==> src/rtl/reorder_buffer.sv <==
// reorder_buffer: 8-entry circular reorder buffer between rename and commit.
//
// Entries are allocated in program order at the tail and filled out of order
// by the writeback bus. They retire one per cycle, in order, from the head.
// A mispredicted branch that retires raises a one-cycle flush. That flush
// empties the buffer once the branch itself has committed.
//
// Ports:
//   clk, reset          clock; synchronous active-high reset
//   alloc, allocDest, allocRegWrite, allocBranch
//                       rename-stage allocation request and its attributes
//   destROB, full       entry granted to alloc (tail); no free entry
//   wbValid, wbROB, wbResult, wbMispredict
//                       writeback bus
//   validCommit, commitROB, regCommit, commitRegWrite, commitResult
//                       retiring head entry (data gated to 0 when not retiring)
//   flush               retiring entry was a mispredicted branch
module reorder_buffer #(
  parameter int ROB   = 2,
  parameter int REG   = 4,
  parameter int WIDTH = 31
) (
  input  logic           clk,
  input  logic           reset,
  input  logic           alloc,
  input  logic [REG:0]   allocDest,
  input  logic           allocRegWrite,
  input  logic           allocBranch,
  output logic [ROB:0]   destROB,
  output logic           full,
  input  logic           wbValid,
  input  logic [ROB:0]   wbROB,
  input  logic [WIDTH:0] wbResult,
  input  logic           wbMispredict,
  output logic           validCommit,
  output logic [ROB:0]   commitROB,
  output logic [REG:0]   regCommit,
  output logic           commitRegWrite,
  output logic [WIDTH:0] commitResult,
  output logic           flush
);

  localparam int N = 2 ** (ROB + 1);
  localparam logic [ROB+1:0] N_CNT = (ROB + 2)'(N);

  logic [N-1:0]   valid;
  logic [N-1:0]   ready;
  logic [N-1:0]   reg_write;
  logic [N-1:0]   branch;
  logic [N-1:0]   mispredict;
  logic [REG:0]   dest   [N];
  logic [WIDTH:0] result [N];

  logic [ROB:0]   head;
  logic [ROB:0]   tail;
  logic [ROB+1:0] count;

  logic full_int;
  logic head_commit;
  logic flush_int;
  logic alloc_fire;
  logic wb_fire;

  // full comes from the registered count. An alloc in the same cycle as a
  // commit from a full buffer is therefore still refused.
  assign full_int    = (count == N_CNT);
  assign head_commit = valid[head] & ready[head];
  assign flush_int   = head_commit & mispredict[head];
  // Alloc and writeback are dropped in the flush cycle. The pipeline state
  // they belong to is being squashed.
  assign alloc_fire  = alloc & ~full_int & ~flush_int;
  assign wb_fire     = wbValid & valid[wbROB] & ~flush_int;

  // Outputs are forced low while reset is asserted. This covers the first
  // reset cycle, before the synchronous clear has taken effect.
  assign destROB        = tail;
  assign full           = ~reset & full_int;
  assign validCommit    = ~reset & head_commit;
  assign flush          = ~reset & flush_int;
  assign commitROB      = reset ? '0 : head;
  assign regCommit      = validCommit ? dest[head]   : '0;
  assign commitRegWrite = validCommit & reg_write[head];
  assign commitResult   = validCommit ? result[head] : '0;

  // Control state: occupancy bits, pointers and count
  always_ff @(posedge clk) begin
    if (reset || flush_int) begin
      valid <= '0;
      ready <= '0;
      head  <= '0;
      tail  <= '0;
      count <= '0;
    end else begin
      if (wb_fire) ready[wbROB] <= 1'b1;
      if (head_commit) begin
        valid[head] <= 1'b0;
        head        <= head + 1'b1;
      end
      // The tail entry is never valid while the buffer is not full. Alloc
      // therefore cannot collide with writeback or commit.
      if (alloc_fire) begin
        valid[tail] <= 1'b1;
        ready[tail] <= 1'b0;
        tail        <= tail + 1'b1;
      end
      case ({alloc_fire, head_commit})
        2'b10:   count <= count + 1'b1;
        2'b01:   count <= count - 1'b1;
        default: count <= count;
      endcase
    end
  end

  // Entry payload: written on alloc/writeback, qualified by valid
  always_ff @(posedge clk) begin
    if (alloc_fire) begin
      dest[tail]       <= allocDest;
      branch[tail]     <= allocBranch;
      // Writes to x0 are never committed.
      reg_write[tail]  <= allocRegWrite & (allocDest != '0);
      mispredict[tail] <= 1'b0;
    end
    if (wb_fire) begin
      result[wbROB]     <= wbResult;
      mispredict[wbROB] <= wbMispredict & branch[wbROB];
    end
  end

endmodule

==> config.mk <==
export PLATFORM = sky130hd
export DESIGN_NAME = reorder_buffer
export DESIGN_NICKNAME = d
export VERILOG_FILES = /design/src/rtl/reorder_buffer.sv
export SDC_FILE = /design/constraint.sdc
export NUM_CORES = 1
export LEC_CHECK = 0
export BUFFER_PORTS_ARGS = -buffer_cell sky130_fd_sc_hd__buf_2
export CAP_MARGIN = 30
export CELL_PAD_IN_SITES_DETAIL_PLACEMENT = 0
export CELL_PAD_IN_SITES_GLOBAL_PLACEMENT = 1
export CORE_MARGIN = 5
export CORE_UTILIZATION = 56
export DETAILED_ROUTE_END_ITERATION = 10
export PLACE_DENSITY_LB_ADDON = 0.1
export SLEW_MARGIN = 20
export SYNTH_ARGS = -nofsm -noshare
export SYNTH_HDL_FRONTEND = slang
export SYNTH_SLANG_ARGS = --single-unit
==> constraint.sdc <==
create_clock -name clk -period 8.8 [get_ports clk]
set_input_delay 1.32 -clock clk [delete_from_list [all_inputs] [get_ports clk]]
set_output_delay 1.32 -clock clk [all_outputs]
set_load 0.05 [all_outputs]
* After elaboration in Yosys (flattened, before gate mapping)
Memories as Yosys holds them, arrays and structs flattened. A register that Yosys moved wholly into a read port is not among the register bits. Index checks and enable logic that the tools add are counted.
Storage, ports and cells: flip-flop bits (word level) 50, bits in latches 0, memory bits (writable) 296, ROM bits 0, input bits 47, output and inout port bits 47, logic and storage cells 92, memories 2
Operators by class: add/sub/neg operators 4, multiply operators 0, div/mod/pow operators 0, magnitude comparators 6, equality and inequality tests 3, shifts and indexed selects 0, muxes and demuxes 41, bitwise operators 22, reduce and logical (&&, ||, !) cells 6
Memories:
- result | words 8, width 32, read ports 1, clocked after memory_dff 1, write ports 1, line 52 | logic [WIDTH:0] result [N];
- dest | words 8, width 5, read ports 1, clocked after memory_dff 1, write ports 1, line 51 | logic [REG:0] dest [N];
Operators by type and width (count):
- $mux 8 | 8
- $mux 32 | 1
- $and 8x8->8 | 3
- $bwmux 8 | 3
- $bmux 1 s3 | 6
- $not 8->8 | 2
- $or 8x8->8 | 2
- $mux 3 | 5
- $mux 1 | 13
- $and 1x1->1 | 12
- $lt 3x4->1 const B | 3
- $demux 1 s3 | 3
- $ge 3x1->1 const B | 3
- $pmux 4 s2 | 1
- $add 3x1->3 const B | 2
- $mux 5 | 1
- $reduce_bool 5->1 | 1
- $add 4x1->4 const B | 1
- $eq 4x4->1 const B | 1
- $sub 4x1->4 const B | 1
- $logic_and 1x1->1 | 3
- $not 1->1 | 3
- $eq 2x1->1 const B | 1
- $eq 2x2->1 const B | 1
- 2 further kinds | 2

* Longest topological paths before layout
Gate-level depths: netlist (run 1).
depth after elaboration 10, depth in mapped cells 14, mapped depth without buffers 13

* Worst setup path after synthesis (run 1)
OpenSTA, ideal clock, no wires.
kind in2out, start input reset, end output commitRegWrite, arrival 2615 ps, required time 7480 ps, setup slack 4865 ps, stages on the path 4, path buffers 2, path through buf_1 > nand2b_1 > buf_2 > a21oi_1
On the way: word-level cells in the longest chain between the ends 3
Ends and longest elaborated chain:
- start: declaration | line 24 | input logic reset,
- $not 1->1 | line 78 | assign validCommit = ~reset & head_commit;
- $and 1x1->1 | line 78
- $and 1x1->1 | line 82 | assign commitRegWrite = validCommit & reg_write[head];
- end: declaration | line 38 | output logic commitRegWrite,
Every way passes these cells.

* Worst setup path after layout (run 1)
start register head[1], end output commitResult[19]
On the way: word-level cells in the longest chain between the ends 5, elaborated cells on any way between the ends 7, those cells by class mux: 5; bitwise: 2
Ends and longest elaborated chain:
- start: declaration | line 54 | logic [ROB:0] head;
- start signal: assignment | line 97 | head <= head + 1'b1;
- $bmux 1 s3 | line 67 | assign head_commit = valid[head] & ready[head];
- $mux 1 (not written as such) | line 67
- $and 1x1->1 (*) | line 67
- $and 1x1->1 (*) | line 78
- $mux 32 (*) | line 83 | assign commitResult = validCommit ? result[head] : '0;
- end: declaration | line 39 | output logic [WIDTH:0] commitResult,
Every way passes the cells marked *; elsewhere a longest branch is shown, timed or not. The select of a mux whose other input is x is not followed.

==> impl_metrics.csv, run 1 <==
group,metric,value,unit
clock_tree,clock_latency,0.51,ns
clock_tree,cts.sinks,349,
floorplan,pin_count,94,
power,totalPowerFinal,3270,uW
setup_path,critPathMaxFanout,21,
setup_path,cp_cell_sequence,"mux4_2 -> a211oi_4 -> inv_2 -> nand2b_2 -> buf_16 -> nor2_1 -> buf_2",
floorplan,fp.dieH,167,um
synthesis,yosys-top-cells-count,"edfxtp_1 (312), mux4_2 (81), nor2_1 (66)",
sta,hold_viol_final,0,
floorplan,die_width,167,um
synthesis,synth_area_leaders,"edfxtp_1 (68%), mux4_2 (13%), dfxtp_1 (5.4%), mux2i_1 (2.8%), nor2_1 (1.8%)",
cells_and_area,layout.cells.non_filler,1198,
detailed_routing,via_count,6956,
setup_path,criticalPathCategory,"flop to primary output",
cells_and_area,finalNetCount,900,
detailed_routing,drt-met1-wl,11500,um
sta,setup_viol,0,
sta,fmax,0.208,GHz
sta,finalMaxSlewViolations,0,
clock_tree,post_cts_buffers,0,
detailed_routing,avgRoutedWirePerCell,22.6,um
sta,worst_slew_pin_slew,0.908,ns
cells_and_area,post-route-util,65.2,%
synthesis,synthArstFlopShare,0,%
clock_tree,path_clk_slew,0.06,ns
synthesis,yosys_warnings,0,
synthesis,synth.distinct_cells,48,
setup_path,slowest_stage,"dfxtp_1",
setup_path,critPathBufInv,3,
power,power.leakage,0.00526,uW
detailed_routing,dr.pass1.iters,5,
synthesis,synth_nets,792,
placed_design,dp_cells,1133,
min_path,min_from,"mispredict[0]",
global_routing,track_usage,19.5,%
detailed_routing,drc_errors,0,
placed_design,io_buffers,93,
sta,fin_worst_skew,0.0132,ns
detailed_routing,dr_wl_met2,13600,um
synthesis,synth_edf_count,312,
synthesis,synth_area,13800,sq um
clock_tree,ctsHoldBuffers,0,
cells_and_area,insertedDiodeCount,0,
sta,slew_headroom,39.2,%
global_routing,antenna_found_initial,2,
cells_and_area,area_growth_syn_to_layout,14.6,%
clock_tree,cts_tree,"done",
global_routing,grt_pass1_wl,42400,um
floorplan,core_area,24300,sq um
floorplan,fp-row-count,57,
synthesis,postSynthCellCount,740,
clock_tree,htree_levels,2,
floorplan,start_util,56.9,%
placed_design,routabilityCongestion,0.852,
detailed_routing,first_iter_violations,489,
setup_path,crit_required,7.48,ns
floorplan,die_area,27900,sq um
setup_path,startpoint_type,"flop",
clock_tree,clock_path_buffers,3,
detailed_routing,antenna_left,0,
power,worst_ir_drop_vdd,0.000175,V
detailed_routing,wl_met3,1250,um
setup_path,startpoint,"head[1]",
setup_path,r2r-start,"head[1]",
sta,rsz0062_at_grt,"false",
sta,min_period,4.80,ns
clock_tree,cts.repair.resized,0,
setup_path,cp.arrival,3.48,ns
global_routing,grt_pass1_vias,7459,
outcome,status,"completed",
placed_design,dp_hpwl,15900,um
synthesis,synth_top_area_share,67.7,%
global_routing,grt_max_degree,47,
synthesis,synth_area_leader_cell,"edfxtp_1",
clock_tree,cts_inserted_buffers,36,
setup_path,path_delay_family,"flip-flops",
power,power_density,206,nW/um^2
setup_path,slowest_delay,0.68,ns
sta,fin_crit_sh,54.6,%
sta,fin_setup_tns,0,ns
min_path,hold_depth,1,
min_path,hold_path.class,"flop to flop",
run,maxCapViolCount,0,
detailed_routing,routed.top_layer,"met5",
global_routing,overflow,0,
detailed_routing,via_per_inst,5.81,
synthesis,synthFlopType,"edfxtp_1",
synthesis,synth_seq_area_share,73.1,%
setup_path,r2r_cells,12,
setup_path,critPathCaptureType,"primary output",
synthesis,syn_area_per_cell,18.7,sq um
synthesis,synth.most_common_cell,"edfxtp_1",
clock_tree,cts_root_buffer,"clkbuf_16",
detailed_routing,wirelength,27000,um
setup_path,crit_cells,7,
cells_and_area,final_layout_size_suffix_gt1_share,31.9,%
synthesis,ys_ff_latch,349,
-- registers in the layout (all words and copies together) (netlist names), named ones only --
signal,cells
count,4
head,3
valid,8
branch,8
mispredict,8
dest,40
ready,8
reg_write,8
result,256
destROB,3
-- through the flow --
| stage | setup WS [ns] | hold WS, ns | instance area (sq um) |
|---|---|---|---|
| 3_3_place_gp | 4.49 | 0.441 | 14700 |
| 3_5_place_dp | 4.36 | 0.447 | 14700 |
| 2_1_floorplan | 4.86 | 0.427 | 13800 |
| 6_report | 4.00 | 0.461 | 15900 |
| 4_1_cts | 3.81 | 0.465 | 15800 |
| 5_1_grt | 3.81 | 0.477 | 15900 |
-- logic make-up (layout without fill, tap and decap cells) --
group / Yosys count / after routing / synth area share [%]
xor+xnor: 7 / 7 / 0.443
fa+ha+maj: 5 / 5 / 0.452
mux: 122 / 122 / 16.2
buf+inv: 53 / 187 / 1.66
flops: 349 / 349 / 73.1
simple gates: 143 / 143 / 5.14
compound gates: 61 / 61 / 3.00
-- worst reg2reg max path: cells and delay by family, from the launching register on --
family	cells	cell delay (ns)
flip-flops	1	0.68
multiplexers	2	1.23
AND/OR/NAND/NOR	4	0.50
XOR/XNOR	3	0.45
AO/OA/AOI/OAI	1	0.15
adder cells (fa/ha/maj)	2	0.46
-- metal layers --
layer | up-vias | GRT usage, %
li1 | 3165 | -
met1 | 3553 | 26.3
met2 | 181 | 33.1
met3 | 53 | 3.47
met4 | 4 | 5.58
met5 | - | 0
-- final timing paths --
path	endpoint	slack, ns
hold reg to reg	mispredict[0]	0.46
setup / recovery	commitResult[19]	4.00
setup reg to reg	count[2]	5.21
hold / removal	mispredict[0]	0.46
-- cell usage in the layout, fill, tap and decap left out, types with 7 or more instances in the layout --
cell type and instances:
edfxtp_1 312, buf_2 93, mux4_2 81, nor2_1 57, mux2i_1 39, clkbuf_16 38, dfxtp_1 34, o21ai_0 25
nand2_1 19, inv_1 12, nor2_2 12, buf_4 12, clkinv_2 11, clkinv_1 9, a21oi_1 8, o2bb2ai_1 8
nor2_4 8, nand3_1 7, nand4_1 7
-- final cells by class --
class | count | area [sq um]
flip-flops and latches | 349 | 10100
fillers | 1691 | 8470
multi-input cells | 338 | 3550
clock buffers | 44 | 983
repair buffers | 108 | 631
well taps | 324 | 405
clock inverters | 20 | 101
inverters | 15 | 56.3
-- report_power, final --
part / switching [uW] / internal [uW] / total, uW
Sequential: 6.77 / 1820 / 1820
Combinational: 48.0 / 24.7 / 72.6
Clock: 582 / 794 / 1380
Total: 637 / 2630 / 3270
Note: power is estimated with default switching activity, not from simulation.
==> inputs of run 2 (changes only) <==
ABC_AREA = 1   (was default)
CORE_UTILIZATION = 44   (was 56)
clock period = 3.9 ns   (was 8.8 ns; I/O delays follow)
==> run 2 against run 1 <==
Design area increased by 4.2%; clock skew increased by 0.0056 ns; die area grew 30%; synthesized cell count rose by 69%; first-iteration DRC count grew 60%; wire length up 29%; setup slack got worse by 3.6 ns; critical path depth up 6; largest cell class unchanged.
==> impl_metrics.csv, run 2 <==
group,metric,value,unit
outcome,status,"completed",
cells_and_area,top_register,"result",
clock_tree,clock_latency,0.52,ns
cells_and_area,layout_commonest_cell,"nand2_1",
synthesis,synth_edf_count,312,
synthesis,syn_area_per_cell,11.5,sq um
synthesis,yosys-top-cells-count,"nand2_1 (384), edfxtp_1 (312), a21oi_1 (101)",
clock_tree,clock_path_buffers,3,
global_routing,grt_pass1_wl,54200,um
sta,fin_worst_skew,0.0188,ns
power,power_density,457,nW/um^2
sta,min_period,3.46,ns
synthesis,yosys_warnings,0,
clock_tree,cts_root_buffer,"clkbuf_16",
sta,setup_viol,0,
synthesis,ys_ff_latch,349,
global_routing,antenna_found_initial,2,
cells_and_area,nFillCells,2950,
detailed_routing,routed.top_layer,"met5",
cells_and_area,postLayoutCellArea,16500,sq um
placed_design,dp_hpwl,21100,um
run,maxCapViolCount,0,
floorplan,start_util,44.3,%
cells_and_area,area_growth_syn_to_layout,15.1,%
detailed_routing,wirelength,34800,um
sta,rsz0062_at_grt,"false",
min_path,hold_path.class,"primary input to flop",
setup_path,critPathBufInv,6,
sta,worst_slew_pin_slew,0.881,ns
floorplan,core_area,32400,sq um
cells_and_area,top_regs,"result (256), dest (40)",
detailed_routing,wl_met3,1640,um
setup_path,startpoint_type,"flop",
setup_path,slowest_stage,"dfxtp_1",
setup_path,criticalPathCategory,"flop to primary output",
placed_design,pre_cts_slack,0.838,ns
clock_tree,cts.sinks,349,
floorplan,fp.dieH,191,um
setup_path,cp_cell_sequence,"inv_2 -> nor2_2 -> buf_4 -> nand3_1 -> nand2_1 -> inv_2 -> nand2_1 -> nand2_2 -> clkinv_2 -> nand2_2 -> buf_4 -> nor3_1 -> buf_2",
placed_design,routabilityCongestion,0.873,
clock_tree,ctsHoldBuffers,0,
setup_path,critPathCaptureType,"primary output",
synthesis,synth_area,14400,sq um
floorplan,die_area,36300,sq um
clock_tree,cts.repair.resized,0,
synthesis,synthFlopType,"edfxtp_1",
sta,hold_viol_final,0,
placed_design,placed_cell_area,15400,sq um
power,power.leakage,0.00602,uW
clock_tree,cts_tree,"done",
synthesis,synth_area_leader_cell,"edfxtp_1",
detailed_routing,via_per_inst,5.23,
floorplan,die_width,191,um
setup_path,crit_required,3.31,ns
cells_and_area,largest_register_ffs,256,
sta,fmax,0.289,GHz
setup_path,slowest_delay,0.44,ns
cells_and_area,finalNetCount,1389,
global_routing,overflow,0,
floorplan,pin_count,94,
cells_and_area,final_cell_mix,"nand2_1 (383), edfxtp_1 (312), a21oi_1 (101)",
sta,finalMaxSlewViolations,0,
clock_tree,htree_levels,2,
cells_and_area,insertedDiodeCount,0,
clock_tree,cts_inserted_buffers,37,
global_routing,track_usage,19.1,%
synthesis,synth.most_common_cell,"nand2_1",
detailed_routing,drc_errors,0,
global_routing,grt_pass1_vias,9367,
sta,slew_headroom,41.1,%
synthesis,synth_nets,1303,
sta,fin_setup_tns,0,ns
synthesis,synth.distinct_cells,32,
detailed_routing,via_count,9444,
synthesis,synthArstFlopShare,0,%
clock_tree,path_clk_slew,0.06,ns
setup_path,critPathMaxFanout,19,
detailed_routing,dr.pass1.iters,5,
cells_and_area,final_layout_size_suffix_gt1_share,14.7,%
synthesis,postSynthCellCount,1251,
detailed_routing,avgRoutedWirePerCell,19.2,um
power,worst_ir_drop_vdd,0.000398,V
floorplan,fp-row-count,66,
global_routing,grt_max_degree,95,
setup_path,path_delay_family,"buffers and inverters",
detailed_routing,drt-met1-wl,16000,um
clock_tree,post_cts_buffers,0,
synthesis,synth_seq_area_share,70.4,%
synthesis,synth_area_leaders,"edfxtp_1 (65%), nand2_1 (10%), dfxtp_1 (5.2%), a21oi_1 (3.5%), a32o_1 (2.7%)",
detailed_routing,antenna_left,0,
detailed_routing,dr_wl_met2,16500,um
sta,timing.final.ws_setup,0.436,ns
detailed_routing,first_iter_violations,780,
power,totalPowerFinal,7550,uW
sta,fin_crit_sh,88.8,%
synthesis,synth_top_area_share,65.3,%
placed_design,io_buffers,93,
setup_path,cp.arrival,2.88,ns
## run 2: metal layers
metal	global-route usage [%]	up-vias
li1	-	4600
met1	27.3	4590
met2	31.5	206
met3	2.76	44
met4	3.90	4
met5	0	-
## run 2: kinds of logic (layout without fill, tap and decap cells)
group	count (synthesis)	after routing	share of synthesized area (%)
compound gates	233	233	10.6
xor+xnor	4	4	0.244
fa+ha+maj	5	5	0.436
buf+inv	145	259	4.18
flops	349	349	70.4
simple gates	515	515	14.1
## run 2: through the flow
step / utilization [%] / hold slack, ns / cells
floorplan: - / 0.432 / 1251
global placement: 47.6 / 0.444 / 1740
detailed placement: 47.6 / 0.449 / 1740
CTS: 51.0 / 0.316 / 1807
global route: 51.0 / 0.325 / 1807
finish: 51.0 / 0.329 / 1807
## run 2: area by class of cell
cell class	instances	area (sq um)	area share (%)
clock inverters	17	128	0.773
multi-input cells	757	3700	22.4
flip-flops and latches	349	10100	61.3
clock buffers	50	985	5.96
well taps	442	553	3.35
inverters	72	274	1.66
repair buffers	120	756	4.58
## run 2: final timing paths
| path | from | to | slack (ns) | cells past startpoint |
|---|---|---|---|---|
| hold reg to reg | ready[3] | ready[3] | 0.46 | 2 |
| hold / removal | allocBranch | branch[3] | 0.33 | 1 |
| setup reg to reg | head[1] | count[2] | 1.03 | 16 |
| setup / recovery | head[1] | commitRegWrite | 0.44 | 13 |
## run 2: report_power, final
part | internal (uW) | switching, uW
Sequential | 4100 | 12.6
Combinational | 47.6 | 136
Clock | 1850 | 1400
